**config.mk**
```make
export PLATFORM = sky130hd
export DESIGN_NAME = div_ctrl
export DESIGN_NICKNAME = d
export VERILOG_FILES = /design/src/rtl/div_ctrl_pkg.sv /design/src/rtl/div_ctrl.sv
export SDC_FILE = /design/constraint.sdc
export NUM_CORES = 1
export LEC_CHECK = 0
export CORE_MARGIN = 4
export CORE_UTILIZATION = 40
export DETAILED_ROUTE_END_ITERATION = 12
export PLACE_DENSITY = 0.8
export SLEW_MARGIN = 20
export SYNTH_ARGS = -nofsm -noshare
export SYNTH_HDL_FRONTEND = slang
export SYNTH_SLANG_ARGS = --single-unit
```
**constraint.sdc**
```tcl
create_clock -name clk -period 5.65 [get_ports clk]
set_input_delay 0.8475 -clock clk [delete_from_list [all_inputs] [get_ports clk]]
set_output_delay 0.8475 -clock clk [all_outputs]
set_load 0.1 [all_outputs]
```
**src/rtl/div_ctrl_pkg.sv**
```systemverilog
// div_ctrl_pkg
// Shared definitions for the execute stage: ALU opcode constants and the
// state encoding of the divide controller.  Anything that decodes the
// controller's debug state should import this package rather than
// hard-coding the values.

package div_ctrl_pkg;

  // ALU opcodes carried down the EX stage.  The divide group is what the
  // decoder turns into div_req / signed_i for div_ctrl.
  localparam logic [3:0] ALU_ADD  = 4'd0;
  localparam logic [3:0] ALU_SUB  = 4'd1;
  localparam logic [3:0] ALU_AND  = 4'd2;
  localparam logic [3:0] ALU_OR   = 4'd3;
  localparam logic [3:0] ALU_XOR  = 4'd4;
  localparam logic [3:0] ALU_SLL  = 4'd5;
  localparam logic [3:0] ALU_SRL  = 4'd6;
  localparam logic [3:0] ALU_SRA  = 4'd7;
  localparam logic [3:0] ALU_MUL  = 4'd8;
  localparam logic [3:0] ALU_DIV  = 4'd9;
  localparam logic [3:0] ALU_DIVU = 4'd10;
  localparam logic [3:0] ALU_REM  = 4'd11;
  localparam logic [3:0] ALU_REMU = 4'd12;

  // Divide controller states.
  typedef enum logic [1:0] {
    IDLE = 2'd0,
    BUSY = 2'd1,
    DONE = 2'd2
  } div_state_e;

  // True for opcodes that must be routed to the iterative divider.
  function automatic logic is_div_op(input logic [3:0] op);
    return (op == ALU_DIV) || (op == ALU_DIVU) ||
           (op == ALU_REM) || (op == ALU_REMU);
  endfunction

endpackage

```
**src/rtl/div_ctrl.sv**
```systemverilog
// div_ctrl
// Sequences one divide instruction from the EX stage through an external
// iterative divider and holds the {remainder, quotient} result until the
// pipeline consumes it.
//
// Ports
//   clk, rst                : clock, asynchronous active-high reset
//   div_req, signed_i, a, b : EX-stage divide request, signedness, operands
//   flush                   : kills the EX instruction (any state)
//   stall_in                : downstream stall, holds a finished result
//   div_start/div_signed/div_op1/div_op2 : divider command, stable in BUSY
//   div_annul               : one-cycle pulse telling the divider to abort
//   div_ready, div_result   : divider done and {remainder, quotient}
//   div_stall               : freeze the pipeline while the divide is pending
//   result_valid, result    : registered {hi = remainder, lo = quotient}
//   state_dbg               : current controller state (div_state_e encoding)
//
// Handshake: the EX stage offers an instruction with div_req and sees it
// accepted on the first edge where div_req=1, flush=0 and the controller is
// IDLE; div_stall tells it to hold.  Toward the divider, div_start is held
// high for the whole operation and the first edge with div_ready=1 while
// BUSY ends it; div_ready outside BUSY carries no meaning.

module div_ctrl
  import div_ctrl_pkg::*;
#(
  parameter int DW        = 32,
  parameter bit DIV0_FAST = 1'b1
) (
  input  logic            clk,
  input  logic            rst,
  input  logic            div_req,
  input  logic            signed_i,
  input  logic [DW-1:0]   a,
  input  logic [DW-1:0]   b,
  input  logic            flush,
  input  logic            stall_in,
  output logic            div_start,
  output logic            div_signed,
  output logic            div_annul,
  output logic [DW-1:0]   div_op1,
  output logic [DW-1:0]   div_op2,
  input  logic            div_ready,
  input  logic [2*DW-1:0] div_result,
  output logic            div_stall,
  output logic            result_valid,
  output logic [2*DW-1:0] result,
  output logic [1:0]      state_dbg
);

  div_state_e state;

  always_ff @(posedge clk or posedge rst) begin
    if (rst) begin
      state        <= IDLE;
      div_start    <= 1'b0;
      div_signed   <= 1'b0;
      div_annul    <= 1'b0;
      div_op1      <= '0;
      div_op2      <= '0;
      result_valid <= 1'b0;
      result       <= '0;
    end else begin
      // div_annul is a single-cycle pulse; only the flush branch re-arms it.
      div_annul <= 1'b0;
      case (state)
        IDLE: begin
          if (div_req && !flush) begin
            div_op1    <= a;
            div_op2    <= b;
            div_signed <= signed_i;
            if (DIV0_FAST && (b == '0)) begin
              // Divide by zero never touches the divider: quotient is
              // all-ones and the remainder is the dividend.
              state        <= DONE;
              result       <= {a, {DW{1'b1}}};
              result_valid <= 1'b1;
            end else begin
              state     <= BUSY;
              div_start <= 1'b1;
            end
          end
        end
        BUSY: begin
          // Flush outranks a simultaneous div_ready: the result is dropped
          // and the previous result register is left untouched.
          if (flush) begin
            state     <= IDLE;
            div_start <= 1'b0;
            div_annul <= 1'b1;
          end else if (div_ready) begin
            state        <= DONE;
            div_start    <= 1'b0;
            result       <= div_result;
            result_valid <= 1'b1;
          end
        end
        DONE: begin
          // While stalled the instruction is still the same one, so the
          // div_req it keeps asserting must not start another divide.
          if (flush || !stall_in) begin
            state        <= IDLE;
            result_valid <= 1'b0;
          end
        end
        default: begin
          state        <= IDLE;
          div_start    <= 1'b0;
          result_valid <= 1'b0;
        end
      endcase
    end
  end

  // Combinational so the pipeline freezes in the same cycle the divide
  // instruction shows up.  Gated by rst so reset forces it low at once.
  assign div_stall = !rst &&
                     (((state == IDLE) && div_req && !flush) ||
                      (state == BUSY));

  assign state_dbg = state;

endmodule

```
== Word-level counts from Yosys, hierarchy flattened ==
Index checks and enable logic that the tools add are counted.
Cells by class
  eq/ne operators: 9
  muxes and demuxes: 24
  bitwise logic cells: 1
  reductions and logical operators: 17
Operator list (number)
  $mux W64: 4
  $pmux W64 S2: 1
  $logic_not A32 Y1: 1
  $ne A2 B2 Y1 const B: 6
  $mux W1: 11
  $mux W2: 5
  $reduce_and A5 Y1: 2
  $pmux W1 S3: 2
  $pmux W2 S3: 1
  $logic_and A1 B1 Y1: 4
  $reduce_and A4 Y1: 1
  $logic_not A1 Y1: 3
  $ne A3 B3 Y1 const B: 1
  $reduce_and A3 Y1: 1
  $eq A2 B1 Y1 const B: 1
  $eq A2 B2 Y1 const B: 1
  $logic_not A2 Y1: 1
  $logic_or A1 B1 Y1: 2
  $reduce_and A2 Y1: 1
  $reduce_bool A2 Y1: 1
  $not A1 Y1: 1
Storage, ports and cells
  flip-flop bits (word level): 134
  input bits: 135
  output and inout bits: 135
  word-level logic and storage cells: 59

== Depth between registers and ports, before layout ==
  depth in word-level cells: 5
  mapped depth: 7
  depth with buffers taken out: 5

== Worst setup path after synthesis ==
OpenSTA, ideal clock, no wires.
  path kind: flip-flop to output port
  from: reg state[0] (netlist: state_dbg[0])
  to: out div_stall
  data arrival time: 3.043 ns
  required time: 4.803 ns
  setup slack: 1.760 ns
  cell stages (with the launch flop): 6
  path buffers: 2
  path through: dfrtp_1 > nor2b_1 > buf_2 > buf_2 > nor2_1 > nor2_1
Between the ends
  cells in the longest elaborated chain, start to end: 5
  elaborated cells on any way between the ends: 6
  classes of those cells: eq/ne: 1; reduce/logical: 5
Ends and longest elaborated chain
  start, declared: RTL line div_ctrl.sv:51  | div_state_e state;
  start signal, assigned: RTL line div_ctrl.sv:55  | state <= IDLE;
  start signal, assigned: RTL line div_ctrl.sv:75  | state <= DONE;
  start signal, assigned: RTL line div_ctrl.sv:79  | state <= BUSY;
  $logic_not A2 Y1: RTL line div_ctrl.sv:118  | (((state == IDLE) && div_req && !flush) ||
  $logic_and A1 B1 Y1 (2 in a row): RTL line div_ctrl.sv:118
  $logic_or A1 B1 Y1 (*): RTL line div_ctrl.sv:118
  $logic_and A1 B1 Y1 (*): RTL line div_ctrl.sv:117  | assign div_stall = !rst &&
  end, declared: RTL line div_ctrl.sv:45  | output logic div_stall,
Mark *: on every way between the ends. The rest lies on a longest branch, timed or not.

== Worst setup path in the final report ==
  from: in flush
  to: out div_stall
Between the ends
  cells in the longest elaborated chain, start to end: 4
Ends and longest elaborated chain
  start, declared: RTL line div_ctrl.sv:36  | input logic flush,
  $logic_not A1 Y1: RTL line div_ctrl.sv:118
  $logic_and A1 B1 Y1: RTL line div_ctrl.sv:118
  $logic_or A1 B1 Y1: RTL line div_ctrl.sv:118
  $logic_and A1 B1 Y1: RTL line div_ctrl.sv:117
Every way passes these cells.

==> out/metrics.yaml <==
status: "complete, no violations"
grt_antenna_before_repair: 0
crit_path_start: "flush"
routed_wl_mm: 17.5
port_buffers: 269
clkPwrFrac_pct: 17.0
drcViolationCount: 0
cp_data_arrival_time_ns: 2.32
cp_data_required_time_ns: 4.80
path_cells: "clkdlybuf4s50_1 -> nor4b_2 -> nor2_1 -> nor2_1 -> buf_4"
gp_congestion: 0.818
slew_violations: 0
initial_core_util_pct: 40.9
stdcell_area_um2: 8760
synth_top_family_by_area: "simple AND/OR/NAND/NOR gates"
post_synth_fa_ha_maj_area_fraction_pct: 0
post_cts_hold_buffer_count: 0
post_drt_wl_per_cell_um: 17.9
detailedRoute.firstPassIterationCount: 5
post_cts.resized_instances: 0
r2r_start: "state_dbg[0]$_DFFE_PP0P_"
yosysWarningCount: 0
switching_power_mw: 3.23
standard_cell_with_the_maximum_stage_delay_on_the_critical_path: "sky130_fd_sc_hd__clkdlybuf4s50_1"
finalSetupTns_ns: 0
flow.area_growth_from_synthesis_pct: 61.8
root_buffer_master: "sky130_fd_sc_hd__clkbuf_16"
timing_hold_violations_final: 0
pwr-share-comb_pct: 58.5
post_route_cells_drive_above_1_share_pct: 5.12
synth_cell_type_count: 23
min_period_over_period_pct: 56.0
tritoncts: "built"
maxCapViolations: 0
synth_seq_area_share_pct: 62.0
clk-insertion-delay-late_ns: 0.41
finalCriticalPeriod_ns: 3.17
globalRoute.totalOverflow: 0
power.share.sequential_pct: 24.5
grt_pass1_vias: 5252
static-leakage-power_nw: 3.82
power_report.internal_total_mw: 2.63
synth.mux.area_fraction_pct: 6.10
critical_path.startpoint_type: "input port"
placement_rows: 42
power_density_nw_per_um2: 669
nets: 926
preCtsSetupSlack_ns: 2.43
cts-htree-levels: 4
rsz_0062_raised_after_global_routing: "no"
globalRouteTotalUtil_pct: 22.8
vdd_drop_max_v: 0.000360
postCtsSetupRepairBufs: 0
detailedRoute.firstIterationViolations: 320
largest_net_degree_at_the_start_of_global_routing: 95
cts_num_sinks: 134
final_antenna_net_count: 0
critical_path.endpoint_type: "output pin"
timing_worst_slew_pin_value_ns: 1.04
criticalPathCategory: "in2out"
worst_hold_class: "reg2reg"
final_number_of_setup_violating_endpoints: 0
worst_slew_margin_relative_to_its_limit_pct: 30.6
number_of_top_level_pins: 270
critPathMaxStageDelay_ns: 0.57
maxClockFrequency_ghz: 0.316
die-width_um: 124
hold_path.startpoint: "div_op2[29]$_DFFE_PP0P_"
critical_path_buf_inv_count: 2
cts-buffers-inserted: 17
number_of_synthesized_register_bits: 134
design.core.area_um2: 13200
synth_xor_xnor_area_share_pct: 0
synthSimpleGateAreaFrac_pct: 16.7
path_delay_family: "buffers and inverters"
placed_area_um2: 8220
avgViaCountPerCell: 5.05
worst_setup_hold_path_clk_slew_ns: 0.05
mappedNetlistArea_um2: 5410
fp.dieArea_um2: 15500
power_switching_share_pct: 55.2
design_power_total_mw: 5.86
path_common_cell: "sky130_fd_sc_hd__nor2_1"
post_synth.cell_area_avg_um2: 10.2
via_count: 4930
n_antenna_cell: 0
synth-compound-area-share_pct: 11.9
dieHeight_um: 124
largest_clock_skew_in_the_final_design_ns: 0.00504
critical_path.max_fanout: 8
synthesis.instances: 529
synthesis.nets: 664
dp_hpwl_mm: 12.6
max-clock-path-buffers: 2
setup_ws_ns: 2.48
grt_first_pass_wirelength_mm: 28.2
fill_cells: 1034
==> tightest hold or removal path, stage by stage, from the launching register on <==
cell,delay [ns]
sky130_fd_sc_hd__dfrtp_1,0.34
sky130_fd_sc_hd__nand2_1,0.05
sky130_fd_sc_hd__nand2_1,0.05
==> layout make-up <==
cell class / instances / area (um2) / area share (%)
Clock buffer: 26 / 519 / 5.93
Inverter: 1 / 8.76 / 0.100
Multi-Input combinational cell: 360 / 1890 / 21.6
Sequential cell: 134 / 3350 / 38.3
Tap cell: 176 / 220 / 2.51
Timing Repair Buffer: 277 / 2750 / 31.4
Clock inverter: 3 / 17.5 / 0.200
==> layer usage <==
layer	wire length (um)	share of wire (%)	vias up	track usage, %
met5	0	0	-	0
li1	-	-	2305	-
met3	1300	7.4	30	7.46
met4	349	2.0	0	7.80
met2	8870	51	222	39.0
met1	6940	40	2373	27.0
==> sequential cells by signal, indices dropped and copies added, names as in the netlist <==
signal        count
result           64
result_valid      1
div_start         1
div_signed        1
div_annul         1
div_op2          32
state_dbg         2
div_op1          32
==> Yosys cell counts, drive strengths merged <==
| cell type | count | area (um2) |
|---|---|---|
| o21ai | 3 | 18.8 |
| and2 | 2 | 12.5 |
| dfrtp | 134 | 3350 |
| inv | 1 | 3.75 |
| mux2i | 33 | 330 |
| o31ai | 1 | 7.51 |
| nor2 | 6 | 22.5 |
| nand3b | 2 | 15.0 |
| nor4 | 8 | 50.1 |
| nor3 | 1 | 5.00 |
| nor4b | 2 | 17.5 |
| nand4 | 2 | 12.5 |
| nor2b | 1 | 6.26 |
| o22a | 32 | 280 |
| or3b | 1 | 8.76 |
| and3b | 1 | 8.76 |
| clkbuf | 18 | 67.6 |
| a21oi | 67 | 335 |
| buf | 16 | 113 |
| nand2 | 198 | 743 |
==> stage by stage <==
step                      util, %  hold slack [ns]  instances
after floorplan                 -            0.921        529
after global placement       62.1            0.458        948
after detailed placement     62.1            0.465        948
after CTS                    66.1            0.480        977
after global routing         66.1            0.500        977
final                        66.1            0.476        977
==> worst paths after layout <==
path,endpoint,slack [ns],cells after the start
hold / removal,div_op2[29]$_DFFE_PP0P_,0.48,2
min in group asynchronous,div_op2[9]$_DFFE_PP0P_,1.03,2
setup / recovery,div_stall,2.48,5
setup reg to reg,result[59]$_DFFE_PP0P_,2.71,7
hold reg to reg,div_op2[29]$_DFFE_PP0P_,0.48,2
max in group asynchronous,result[52]$_DFFE_PP0P_,3.58,3
==> cell families after synthesis <==
family / count (synthesis)
multiplexers: 33
AND/OR/NAND/NOR: 224
buffers and inverters: 35
AO/OA/AOI/OAI: 103
flip-flops: 134
==> layout by cell type (no fill, tap or decap), types with 2 or more instances in the layout <==
cell,count
sky130_fd_sc_hd__nor4_1,8
sky130_fd_sc_hd__a21oi_1,67
sky130_fd_sc_hd__mux2i_1,33
sky130_fd_sc_hd__o21ai_0,2
sky130_fd_sc_hd__clkbuf_8,6
sky130_fd_sc_hd__clkdlybuf4s50_1,268
sky130_fd_sc_hd__dfrtp_1,134
sky130_fd_sc_hd__buf_4,9
sky130_fd_sc_hd__clkbuf_16,17
sky130_fd_sc_hd__clkinv_2,2
sky130_fd_sc_hd__nor2_1,6
sky130_fd_sc_hd__nand4_1,2
sky130_fd_sc_hd__clkbuf_1,3
sky130_fd_sc_hd__nand3b_1,2
sky130_fd_sc_hd__o22a_1,32
sky130_fd_sc_hd__nand2_1,198
==> power by group through the flow <==
stage / Combinational [mW] / Sequential (mW) / Clock, mW
2_1_floorplan: 0.344 / 3.65 / 0
3_3_place_gp: 3.41 / 1.43 / 0
3_5_place_dp: 3.44 / 1.45 / 0
4_1_cts: 3.45 / 1.44 / 1.02
5_1_grt: 3.53 / 1.48 / 1.06
6_report: 3.43 / 1.44 / 0.995
No activity file was read; power rests on OpenSTA's default activity.
